### src/rtl/mem_arb_pkg.sv
// Shared types for the core-side memory port arbiter.
package mem_arb_pkg;

   typedef enum logic [1:0] {
      IDLE = 2'd0,
      REQ  = 2'd1,
      RESP = 2'd2
   } arb_state_e;

   localparam logic REQ_IFU = 1'b0;
   localparam logic REQ_LSU = 1'b1;

endpackage

### src/rtl/arb2_pick.sv
// Two-way grant selection between IFU and LSU; purely combinational.
module arb2_pick
   import mem_arb_pkg::*;
#(
   parameter int unsigned FIXED_PRIO = 0
) (
   input  logic ifu_valid,
   input  logic lsu_valid,
   input  logic last_grant,
   output logic grant_any,
   output logic grant_id
);

   // On contention: LSU under fixed priority, otherwise whoever was not granted last.
   always_comb begin
      grant_any = ifu_valid | lsu_valid;
      grant_id  = REQ_IFU;
      if (ifu_valid && lsu_valid) begin
         if (FIXED_PRIO != 0) grant_id = REQ_LSU;
         else                 grant_id = ~last_grant;
      end else if (lsu_valid) begin
         grant_id = REQ_LSU;
      end
   end

endmodule

### src/rtl/mem_port_arbiter.sv
// Shares one memory port between IFU and LSU with a single outstanding
// transaction; the owner keeps the port from grant until its response handshake.
module mem_port_arbiter
   import mem_arb_pkg::*;
#(
   parameter int unsigned AW         = 32,
   parameter int unsigned DW         = 32,
   parameter int unsigned FIXED_PRIO = 0
) (
   input  logic            clk,
   input  logic            rst,

   input  logic            ifu_req_valid,
   output logic            ifu_req_ready,
   input  logic [AW-1:0]   ifu_req_addr,
   output logic            ifu_rsp_valid,
   input  logic            ifu_rsp_ready,
   output logic [DW-1:0]   ifu_rsp_rdata,

   input  logic            lsu_req_valid,
   output logic            lsu_req_ready,
   input  logic [AW-1:0]   lsu_req_addr,
   input  logic            lsu_req_wen,
   input  logic [DW-1:0]   lsu_req_wdata,
   input  logic [DW/8-1:0] lsu_req_wmask,
   output logic            lsu_rsp_valid,
   input  logic            lsu_rsp_ready,
   output logic [DW-1:0]   lsu_rsp_rdata,

   output logic            mem_req_valid,
   input  logic            mem_req_ready,
   output logic [AW-1:0]   mem_req_addr,
   output logic            mem_req_wen,
   output logic [DW-1:0]   mem_req_wdata,
   output logic [DW/8-1:0] mem_req_wmask,
   input  logic            mem_rsp_valid,
   output logic            mem_rsp_ready,
   input  logic [DW-1:0]   mem_rsp_rdata
);

   arb_state_e state, state_nxt;
   logic       owner, owner_nxt;
   logic       last_grant, last_grant_nxt;
   logic       grant_any, grant_id;
   logic       rsp_ready_sel;

   arb2_pick #(
      .FIXED_PRIO (FIXED_PRIO)
   ) u_pick (
      .ifu_valid  (ifu_req_valid),
      .lsu_valid  (lsu_req_valid),
      .last_grant (last_grant),
      .grant_any  (grant_any),
      .grant_id   (grant_id)
   );

   always_ff @(posedge clk) begin
      if (rst) begin
         state      <= IDLE;
         owner      <= REQ_IFU;
         last_grant <= REQ_IFU;
      end else begin
         state      <= state_nxt;
         owner      <= owner_nxt;
         last_grant <= last_grant_nxt;
      end
   end

   // Next state plus owner-steered request/response muxes; everything idles at 0.
   always_comb begin
      state_nxt      = state;
      owner_nxt      = owner;
      last_grant_nxt = last_grant;
      rsp_ready_sel  = 1'b0;

      ifu_req_ready  = 1'b0;
      lsu_req_ready  = 1'b0;
      ifu_rsp_valid  = 1'b0;
      lsu_rsp_valid  = 1'b0;
      ifu_rsp_rdata  = '0;
      lsu_rsp_rdata  = '0;
      mem_req_valid  = 1'b0;
      mem_req_addr   = '0;
      mem_req_wen    = 1'b0;
      mem_req_wdata  = '0;
      mem_req_wmask  = '0;
      mem_rsp_ready  = 1'b0;

      case (state)
         IDLE: begin
            if (grant_any) begin
               owner_nxt      = grant_id;
               last_grant_nxt = grant_id;
               state_nxt      = REQ;
            end
         end

         REQ: begin
            mem_req_valid = 1'b1;
            if (owner == REQ_LSU) begin
               mem_req_addr  = lsu_req_addr;
               mem_req_wen   = lsu_req_wen;
               mem_req_wdata = lsu_req_wdata;
               mem_req_wmask = lsu_req_wmask;
               lsu_req_ready = mem_req_ready;
            end else begin
               mem_req_addr  = ifu_req_addr;
               ifu_req_ready = mem_req_ready;
            end
            if (mem_req_ready) state_nxt = RESP;
         end

         RESP: begin
            if (owner == REQ_LSU) begin
               rsp_ready_sel = lsu_rsp_ready;
               lsu_rsp_valid = mem_rsp_valid;
               lsu_rsp_rdata = mem_rsp_rdata;
            end else begin
               rsp_ready_sel = ifu_rsp_ready;
               ifu_rsp_valid = mem_rsp_valid;
               ifu_rsp_rdata = mem_rsp_rdata;
            end
            mem_rsp_ready = rsp_ready_sel;
            if (mem_rsp_valid && rsp_ready_sel) state_nxt = IDLE;
         end

         default: state_nxt = IDLE;
      endcase
   end

endmodule

### config.mk
export PLATFORM = sky130hd
export DESIGN_NAME = mem_port_arbiter
export DESIGN_NICKNAME = d
export VERILOG_FILES = /design/src/rtl/mem_arb_pkg.sv /design/src/rtl/arb2_pick.sv /design/src/rtl/mem_port_arbiter.sv
export SDC_FILE = /design/constraint.sdc
export NUM_CORES = 1
export LEC_CHECK = 0
export ABC_AREA = 1
export CORE_AREA = 8 8 102 104
export CTS_CLUSTER_DIAMETER = 80
export DETAILED_ROUTE_END_ITERATION = 8
export DIE_AREA = 0 0 110 112
export PLACE_DENSITY = 0.7
export SLEW_MARGIN = 10
export SYNTH_ARGS = -nofsm -noshare
export SYNTH_HDL_FRONTEND = slang
export SYNTH_SLANG_ARGS = --single-unit
### constraint.sdc
create_clock -name clk -period 3.3 [get_ports clk]
set_input_delay 0.825 -clock clk [delete_from_list [all_inputs] [get_ports clk]]
set_output_delay 0.825 -clock clk [all_outputs]
set_load 0.005 [all_outputs]
==> summary.txt <==
Global route
  • Vias in the first global route: 2942
  • Met2 global-route usage: 0.284
  • Total Routing Usage GR: 0.153
  • Initial antenna violation count: 0
  • First-pass GRT wire length: 15200 um
  • GRT overflow: 0
  • Largest net degree at the start of global routing: 46
  • GR Util met3: 0.0757
  • Busiest grt layer: met2
  • GR Util met1: 0.142

STA
  • TNS Setup: 0 ns
  • Period utilization: 0.889
  • Worst slew margin: 0.562
  • Final setup violation count: 0
  • Slew @ Worst Pin: 0.654 ns
  • Final Hold Vio Count: 0
  • Max-slew violations: 0
  • Fmax: 341 MHz
  • Final Critical Period: 2.93 ns
  • Unrepaired setup endpoints after global routing: no
  • Skew final: 0.000253 ns

Yosys
  • Post-synthesis area per instance: 4.43 um2
  • Netlist cell types: 17
  • Mapped cell area: 1430 um2
  • Sequential-to-total area share from yosys stat: 0.0420
  • Post-synthesis register bit count: 3
  • Synth Warn #: 0
  • Post-Syn Instances: 323
  • Syn nets: 464

Critical path
  • Critical R2R Launch: last_grant
  • Crit path launch: lsu_req_addr[1]
  • Kind of critical path: in2out
  • CP startpoint kind: input pin
  • Critical-path maximum fanout: 1
  • Critical Path AT: 2.11 ns
  • Req. time, crit path: 2.47 ns
  • Nature of the critical path endpoint: primary output

Final layout
  • Leading cell types in the layout, fill and taps excluded: 279 x clkdlybuf4s50_1, 107 x nand2_1, 106 x nor2_1, 36 x inv_1, 35 x a21oi_1
  • Post-route insts no fill: 697
  • Area grow syn2layout: 198%
  • Final net count: 728
  • N_diodes: 0
  • Layout cells sized above 1: 0.0273
  • Most common cell after layout, fill and taps aside: clkdlybuf4s50_1

Floorplanning
  • Die X: 110 um
  • Row count: 35
  • Die ar.: 12300 um2
  • Starting density of the core: 0.161
  • Chip height: 112 um
  • Number of placed I/O pins: 280
  • Core Region: 8890 um2

Detailed routing
  • Remaining DRCs: 0
  • Starting DRT DRC Count: 120
  • Number of iterations in the first detailed-routing pass: 4
  • Avg WL per Cell: 14.6 um
  • Final wirelength: 10200 um
  • Antenna Nets Post-Route: 0
  • Vias after detailed routing: 2838
  • Via density: 4.07

CTS
  • Root Buffer: clkbuf_8
  • Num Clock Sinks: 3
  • Skew-Pair Late Insertion Delay: 0.21 ns
  • Post-cts resize count: 0
  • H-tree Lvls: 1
  • Total CTS buffers: 3
  • CTS tree: done
  • Reg clk slew, reported paths: 0.03 ns
  • Setup repair bufs after CTS: 0
  • CTS Buffer Depth: 2
  • Post-CTS Hold Fix Bufs: 0

Placement
  • Placed insts: 693
  • Post-DP HPWL: 8870 um
  • RePlAce Congestion: 0.752
  • Port bufs: 279

Job
  • Max Cap Viol: 0

Worst hold path
  • Min-Delay Path Class: reg2reg
  • Min-delay src: state[1]

Status
  • Outcome: finished clean

Power and ir drop
  • Power Dens Cells: 151 nW/um2
  • Final Total Pwr: 644 uW
  • Pleak: 1.77 nW
  • Peak VDD IR: 0.192 mV
-- synth_stat cells --
cell type  instances  area [um2]
a21oi_1           35         175
and3_1             1        6.26
buf_2             10        50.1
buf_4              8        60.1
buf_6              6        67.6
dfxtp_1            3        60.1
inv_1             36         135
inv_2              3        11.3
nand2_1          107         402
nand2_2            1        6.26
nand2_4            2        22.5
nand3_1            1        5.00
nor2_1           106         398
nor2_4             1        11.3
nor3_1             1        5.00
nor3_2             1        10.0
o21ai_0            1        5.00
-- path summary, 6_finish.rpt --
path         cells past startpoint  slack, ns              end
max                              4       0.37  mem_req_addr[1]
min                              3       0.62         state[0]
max reg2reg                      4       1.92       last_grant
min reg2reg                      3       0.62         state[0]
-- cell families (layout without fill, tap and decap cells) --
logic type,count (synthesis),after routing,share of synthesized area
compound gates,36,36,0.126
flops,3,3,0.0420
buf+inv,63,326,0.227
simple gates,221,221,0.605
-- power by group --
| part | internal [mW] | switching (mW) | leakage [nW] |
|---|---|---|---|
| Sequential | 0.0404 | 0.00302 | 0.0251 |
| Clock | 0.0824 | 0.0242 | 0.0228 |
| Combinational | 0.295 | 0.199 | 1.72 |
| Total | 0.418 | 0.226 | 1.77 |
-- worst max-delay path, cell delays in order --
cell	delay [ns]
clkdlybuf4s50_1	0.47
nand2_1	0.06
a21oi_1	0.21
clkdlybuf4s50_1	0.55
-- layout make-up --
cell class              instances  area [um2]
well taps                     111         139
fillers                       888        4630
multi-input cells             257        1050
repair buffers                283        2820
inverters                      39         146
clock buffers                   4        45.0
flip-flops and latches          3        61.3
-- flip-flops by register name, indices dropped and copies added, names as in the netlist --
signal	count
state	2
last_grant	1
-- through the flow --
stage / worst slack, ns / util / cell area [um2] / hold slack [ns]
after detailed placement: 0.382 / 0.474 / 4220 / 0.613
after CTS: 0.332 / 0.479 / 4260 / 0.616
after global placement: 0.388 / 0.474 / 4220 / 0.590
after global routing: 0.164 / 0.479 / 4260 / 0.645
after floorplan: 1.39 / - / 1430 / 0.549
final: 0.365 / 0.479 / 4260 / 0.618
-- routing by layer --
metal | share of wire | wire length, um
met4 | 0.015 | 150
met3 | 0.15 | 1540
met2 | 0.50 | 5090
met5 | 0 | 0
met1 | 0.34 | 3430
No activity file was read; power rests on OpenSTA's default activity.
